## config.mk

```make
export PLATFORM = sky130hd
export DESIGN_NAME = pcileech_cfgspace_cpl_tx
export DESIGN_NICKNAME = d
export VERILOG_FILES = /design/src/rtl/pcileech_cfgspace_cpl_tx.sv
export SDC_FILE = /design/constraint.sdc
export NUM_CORES = 1
export LEC_CHECK = 0
export ABC_AREA = 1
export BUFFER_PORTS_ARGS = -buffer_cell sky130_fd_sc_hd__buf_2
export CAP_MARGIN = 20
export CORE_ASPECT_RATIO = 1.2
export CORE_UTILIZATION = 51
export CTS_CLUSTER_DIAMETER = 150
export DETAILED_ROUTE_END_ITERATION = 10
export PLACE_DENSITY = 0.81
export SYNTH_ARGS = -nofsm -noshare
export SYNTH_HDL_FRONTEND = slang
export SYNTH_SLANG_ARGS = --single-unit
```

## constraint.sdc

```tcl
create_clock -name clk_pcie -period 4.95 [get_ports clk_pcie]
set_clock_uncertainty 0.2 [all_clocks]
set_input_delay 0.7425 -clock clk_pcie [delete_from_list [all_inputs] [get_ports clk_pcie]]
set_output_delay 0.7425 -clock clk_pcie [all_outputs]
set_load 0.02 [all_outputs]
```

## src/rtl/pcileech_cfgspace_cpl_tx.sv

```systemverilog
// pcileech_cfgspace_cpl_tx: buffers config-space completion requests and emits them as single-beat Cpl/CplD TLPs.
module pcileech_cfgspace_cpl_tx #(
    parameter int FIFO_DEPTH = 4
) (
    input  logic         clk_pcie,
    input  logic         rst_n,
    input  logic [15:0]  pcie_id,
    input  logic         req_valid,
    output logic         req_ready,
    input  logic         req_is_wr,
    input  logic [2:0]   req_status,
    input  logic [7:0]   req_tag,
    input  logic [15:0]  req_reqid,
    input  logic [31:0]  req_data,
    output logic [127:0] tlps_tdata,
    output logic [3:0]   tlps_tkeep,
    output logic         tlps_tlast,
    output logic         tlps_tvalid,
    input  logic         tlps_tready,
    output logic [15:0]  cpl_count,
    output logic [15:0]  err_count
);
    localparam int AW = (FIFO_DEPTH > 1) ? $clog2(FIFO_DEPTH) : 1;

    typedef struct packed {
        logic        is_wr;
        logic [2:0]  st;
        logic [7:0]  tag;
        logic [15:0] reqid;
        logic [31:0] data;
    } ent_t;

    typedef enum logic {IDLE, SEND} state_t;

    ent_t            mem_q [FIFO_DEPTH];
    logic [AW-1:0]   wp_q, rp_q;
    logic [AW:0]     cnt_q;
    state_t          state_q;
    logic [127:0]    tdata_q;
    logic [3:0]      tkeep_q;
    logic            tlast_q, tvalid_q;
    logic [15:0]     cpl_q, err_q;
    ent_t            h;
    logic [2:0]      st_d;
    logic            cpld, push, pop, empty, xfer;
    logic [127:0]    tdata_d;

    assign empty     = cnt_q == '0;
    assign req_ready = cnt_q != (AW+1)'(FIFO_DEPTH);
    assign push      = req_valid && req_ready;
    assign xfer      = state_q == SEND && tlps_tready;
    assign pop       = !empty && (state_q == IDLE || tlps_tready);
    assign h         = mem_q[rp_q];
    // Reserved/unknown status codes go out as Completer Abort
    assign st_d      = (h.st == 3'b000 || h.st == 3'b001 || h.st == 3'b100) ? h.st : 3'b100;
    assign cpld      = !h.is_wr && st_d == 3'b000;
    assign tdata_d   = {cpld ? h.data : 32'h0,
                        h.reqid, h.tag, 8'h00,
                        pcie_id, st_d, 1'b0, 12'd4,
                        cpld ? 32'h4A000001 : 32'h0A000000};

    always_ff @(posedge clk_pcie) begin
        if (push) mem_q[wp_q] <= '{req_is_wr, req_status, req_tag, req_reqid, req_data};
    end

    always_ff @(posedge clk_pcie or negedge rst_n) begin
        if (!rst_n) begin
            wp_q  <= '0;
            rp_q  <= '0;
            cnt_q <= '0;
        end else begin
            wp_q  <= wp_q + AW'(push);
            rp_q  <= rp_q + AW'(pop);
            cnt_q <= cnt_q + (AW+1)'(push) - (AW+1)'(pop);
        end
    end

    always_ff @(posedge clk_pcie or negedge rst_n) begin
        if (!rst_n) begin
            state_q  <= IDLE;
            tdata_q  <= '0;
            tkeep_q  <= '0;
            tlast_q  <= 1'b0;
            tvalid_q <= 1'b0;
            cpl_q    <= '0;
            err_q    <= '0;
        end else begin
            if (xfer) begin
                cpl_q <= cpl_q + 16'd1;
                if (tdata_q[47:45] != 3'b000) err_q <= err_q + 16'd1;
            end
            if (pop) begin
                state_q  <= SEND;
                tdata_q  <= tdata_d;
                tkeep_q  <= cpld ? 4'b1111 : 4'b0111;
                tlast_q  <= 1'b1;
                tvalid_q <= 1'b1;
            end else if (xfer) begin
                state_q  <= IDLE;
                tlast_q  <= 1'b0;
                tvalid_q <= 1'b0;
            end
        end
    end

    assign tlps_tdata  = tdata_q;
    assign tlps_tkeep  = tkeep_q;
    assign tlps_tlast  = tlast_q;
    assign tlps_tvalid = tvalid_q;
    assign cpl_count   = cpl_q;
    assign err_count   = err_q;
endmodule

```

==> impl_metrics.tcl <==
set metrics [dict create \
    outcome "completed" \
    port_buffers 198 \
    r2r_end "tlps_tdata[103]" \
    synth.distinct_cells 29 \
    grt_pass1_vias 9337 \
    post-cts-setup-buffer-count 0 \
    drt_iter0_drc 618 \
    cts_made_buffers 35 \
    max_slew_margin_pct 33.7 \
    synthCells 1263 \
    finalWeightedCongestion 0.866 \
    clock-root-buffer "clkbuf_16" \
    clock_sinks 357 \
    slowest_stage "dfrtp_4" \
    yosys_most_used_dff "edfxtp_1" \
    synth_top_family_by_area "simple AND/OR/NAND/NOR gates" \
    final_cell_mix "240 x edfxtp_1, 239 x nand2_1, 225 x nor2_1, 197 x buf_2, 128 x o21ai_0" \
    seq_area_frac_synth_pct 70.4 \
    post-place-ws_ns 1.81 \
    clkTransAtPathRegs_ns 0.06 \
    dr_total_vias 9741 \
    p_leak_nw 6.93 \
    drv_cap 0 \
    drc_errors 0 \
    grt_pass1_wl_um 48100 \
    netlist_area_um2 14400 \
    ant_nets 0 \
    fmax_mhz 330 \
    post-route-period-util_pct 61.2 \
    synth.yosys.warnings 0 \
    crit_required_ns 5.20 \
    clk_latency_ns 0.52 \
    power.density_nw_per_um2 620 \
    area_growth_pct 15.7 \
    dp_hpwl_um 18100 \
    design_area_um2 16700 \
    rsz0062_at_grt "no" \
    worstPathArrival_ns 3.28 \
    ys_ff_latch 357 \
    cpMostUsedCell "nand2_1" \
    nFillCells 2143 \
    finalNetCount 1529 \
    overflow 0 \
    wl_per_cell_um 17.0 \
    antenna_found_initial 7 \
    dr.pass1.iters 7 \
    setup_viol_count_final 0 \
    ff2ff_setup_slack_ns 1.92 \
    r2r_cells 7 \
    path_class "register to register" \
    clockBufferDepth 3 \
    power_mw 10.3 \
    peakVddDrop_uv 346 \
    final-max-slew-violation-count 0 \
    synth_compound_area_share_pct 7.08 \
    final_cell_count_no_fill 1854 \
    fin_crit_ns 3.03 \
    utilization_pct 59.8 \
    place_area_um2 15400 \
    synth.avg_cell_area_um2 11.4 \
    async_reset_ff_share_pct 32.8 \
    ios 247 \
    dp_cells 1783 \
    max_stage_delay_ns 0.94 \
    worstMarginPinSlew_ns 0.995 \
    core_um2 27800 \
    start_util_pct 51.7 \
    crit_start "rp_q[0]" \
    cts_resized 0 \
    min-delay-path-class "input pin to async pin" \
    setup_slack_ns 1.92 \
    ctsHoldBuffers 0 \
    muxShareOfSynthArea_pct 0 \
    synth_edf_count 240 \
    finalHoldViolCount 0 \
    cts_tree "built" \
    synthAdderAreaFrac_pct 0.661 \
    track_usage_pct 21.6 \
    critPathCaptureType "register" \
    worstPathMaxFanout 91 \
    vias_per_cell 5.25 \
    dieHeight_um 186 \
    htree_levels 2 \
    wl_um 31600 \
    grt_max_degree 118 \
    die_w_um 155 \
    critPathLaunchType "register" \
    final_common_cell "edfxtp_1" \
    drive_above_1_share_pct 19.1 \
    rows 67 \
    worstPathCellList "inv_4 -> buf_16 -> nand2_1 -> nor2_2 -> nor2_4 -> nand3_1 -> nand2_1" \
    synthSimpleGateAreaFrac_pct 14.6 \
    synthXorXnorAreaFrac_pct 1.10 \
    worstReg2RegStart "rp_q[0]" \
    dieArea_um2 28900 \
]
[synthesized netlist by cell type (6+ instances only)]
| cell | count | area [um2] |
|---|---|---|
| edfxtp_1 | 240 | 7210 |
| nand2_1 | 239 | 897 |
| nor2_1 | 225 | 845 |
| o21ai_0 | 128 | 641 |
| dfrtp_1 | 117 | 2930 |
| buf_4 | 60 | 450 |
| nand3_1 | 46 | 230 |
| inv_1 | 42 | 158 |
| o22ai_1 | 33 | 206 |
| buf_2 | 31 | 155 |
| a31oi_1 | 24 | 150 |
| clkbuf_1 | 21 | 78.8 |
| xor2_1 | 10 | 87.6 |
| xnor2_1 | 8 | 70.1 |
| inv_2 | 7 | 26.3 |
| nand4_1 | 7 | 43.8 |
| ha_1 | 6 | 75.1 |
[power by group]
group | leakage, nW | switching [mW] | internal [mW] | total (mW)
Combinational | 2.69 | 2.28 | 0.916 | 3.20
Sequential | 3.68 | 0.458 | 4.01 | 4.47
Clock | 0.570 | 1.07 | 1.57 | 2.65
Total | 6.93 | 3.81 | 6.51 | 10.3
[logic make-up (layout without fill, tap and decap cells)]
group	count (synthesis)	after routing
AOI/OAI and AO/OA	187	187
DFF	357	357
and+or+nand+nor	530	530
adders and majority gates	7	7
buffers and inverters	163	322
other	1	54
xor gates and xnor gates	18	18
[critical path, delay by kind of cell (launching register included)]
family / cells / cell delay, ns
AND/OR/NAND/NOR: 5 / 1.19
flip-flops: 1 / 0.94
buffers and inverters: 2 / 0.56
[state kept, by name (all words and copies together) (netlist names)]
signal	cells
wp_q	2
mem_q	240
tlps_tvalid	1
tlps_tdata	76
tlps_tkeep	1
cnt_q	3
rp_q	2
err_count	16
cpl_count	16
[per-stage QoR]
step	TNS (ns)	hold slack, ns
after floorplan	-182.04	0.247
after global placement	0	0.248
after detailed placement	0	0.253
after CTS	0	0.155
after global routing	0	0.187
final	0	0.122
[final cells by class]
| class | count | area (um2) | share of cell area, % |
|---|---|---|---|
| sequential | 357 | 10100 | 60.9 |
| multi-input combinational | 790 | 3570 | 21.4 |
| timing repair buffer | 208 | 1090 | 6.56 |
| clock buffer | 53 | 1050 | 6.28 |
| tap | 379 | 474 | 2.85 |
| inverter | 50 | 190 | 1.14 |
| clock inverter | 11 | 124 | 0.744 |
| antenna | 6 | 15.0 | 0.0902 |
[worst max-delay path by stage]
stage,end,slack [ns],cells past startpoint
6_report,tlps_tdata[103],1.92,7
5_1_grt,tlps_tdata[122],1.71,9
4_1_cts,tlps_tdata[114],1.77,6
3_5_place_dp,tlps_tdata[110],1.81,6
3_3_place_gp,tlps_tdata[99],1.91,6
2_1_floorplan,mem_q[0][0],-0.76,2
[per-layer routing]
metal	track usage [%]	vias up	share of wire (%)
li1	-	4566	-
met1	24.3	4708	38
met2	40.1	406	53
met3	4.61	59	7.0
met4	7.84	2	2.2
met5	0	-	0.035
(Power assumes the default switching activity.)
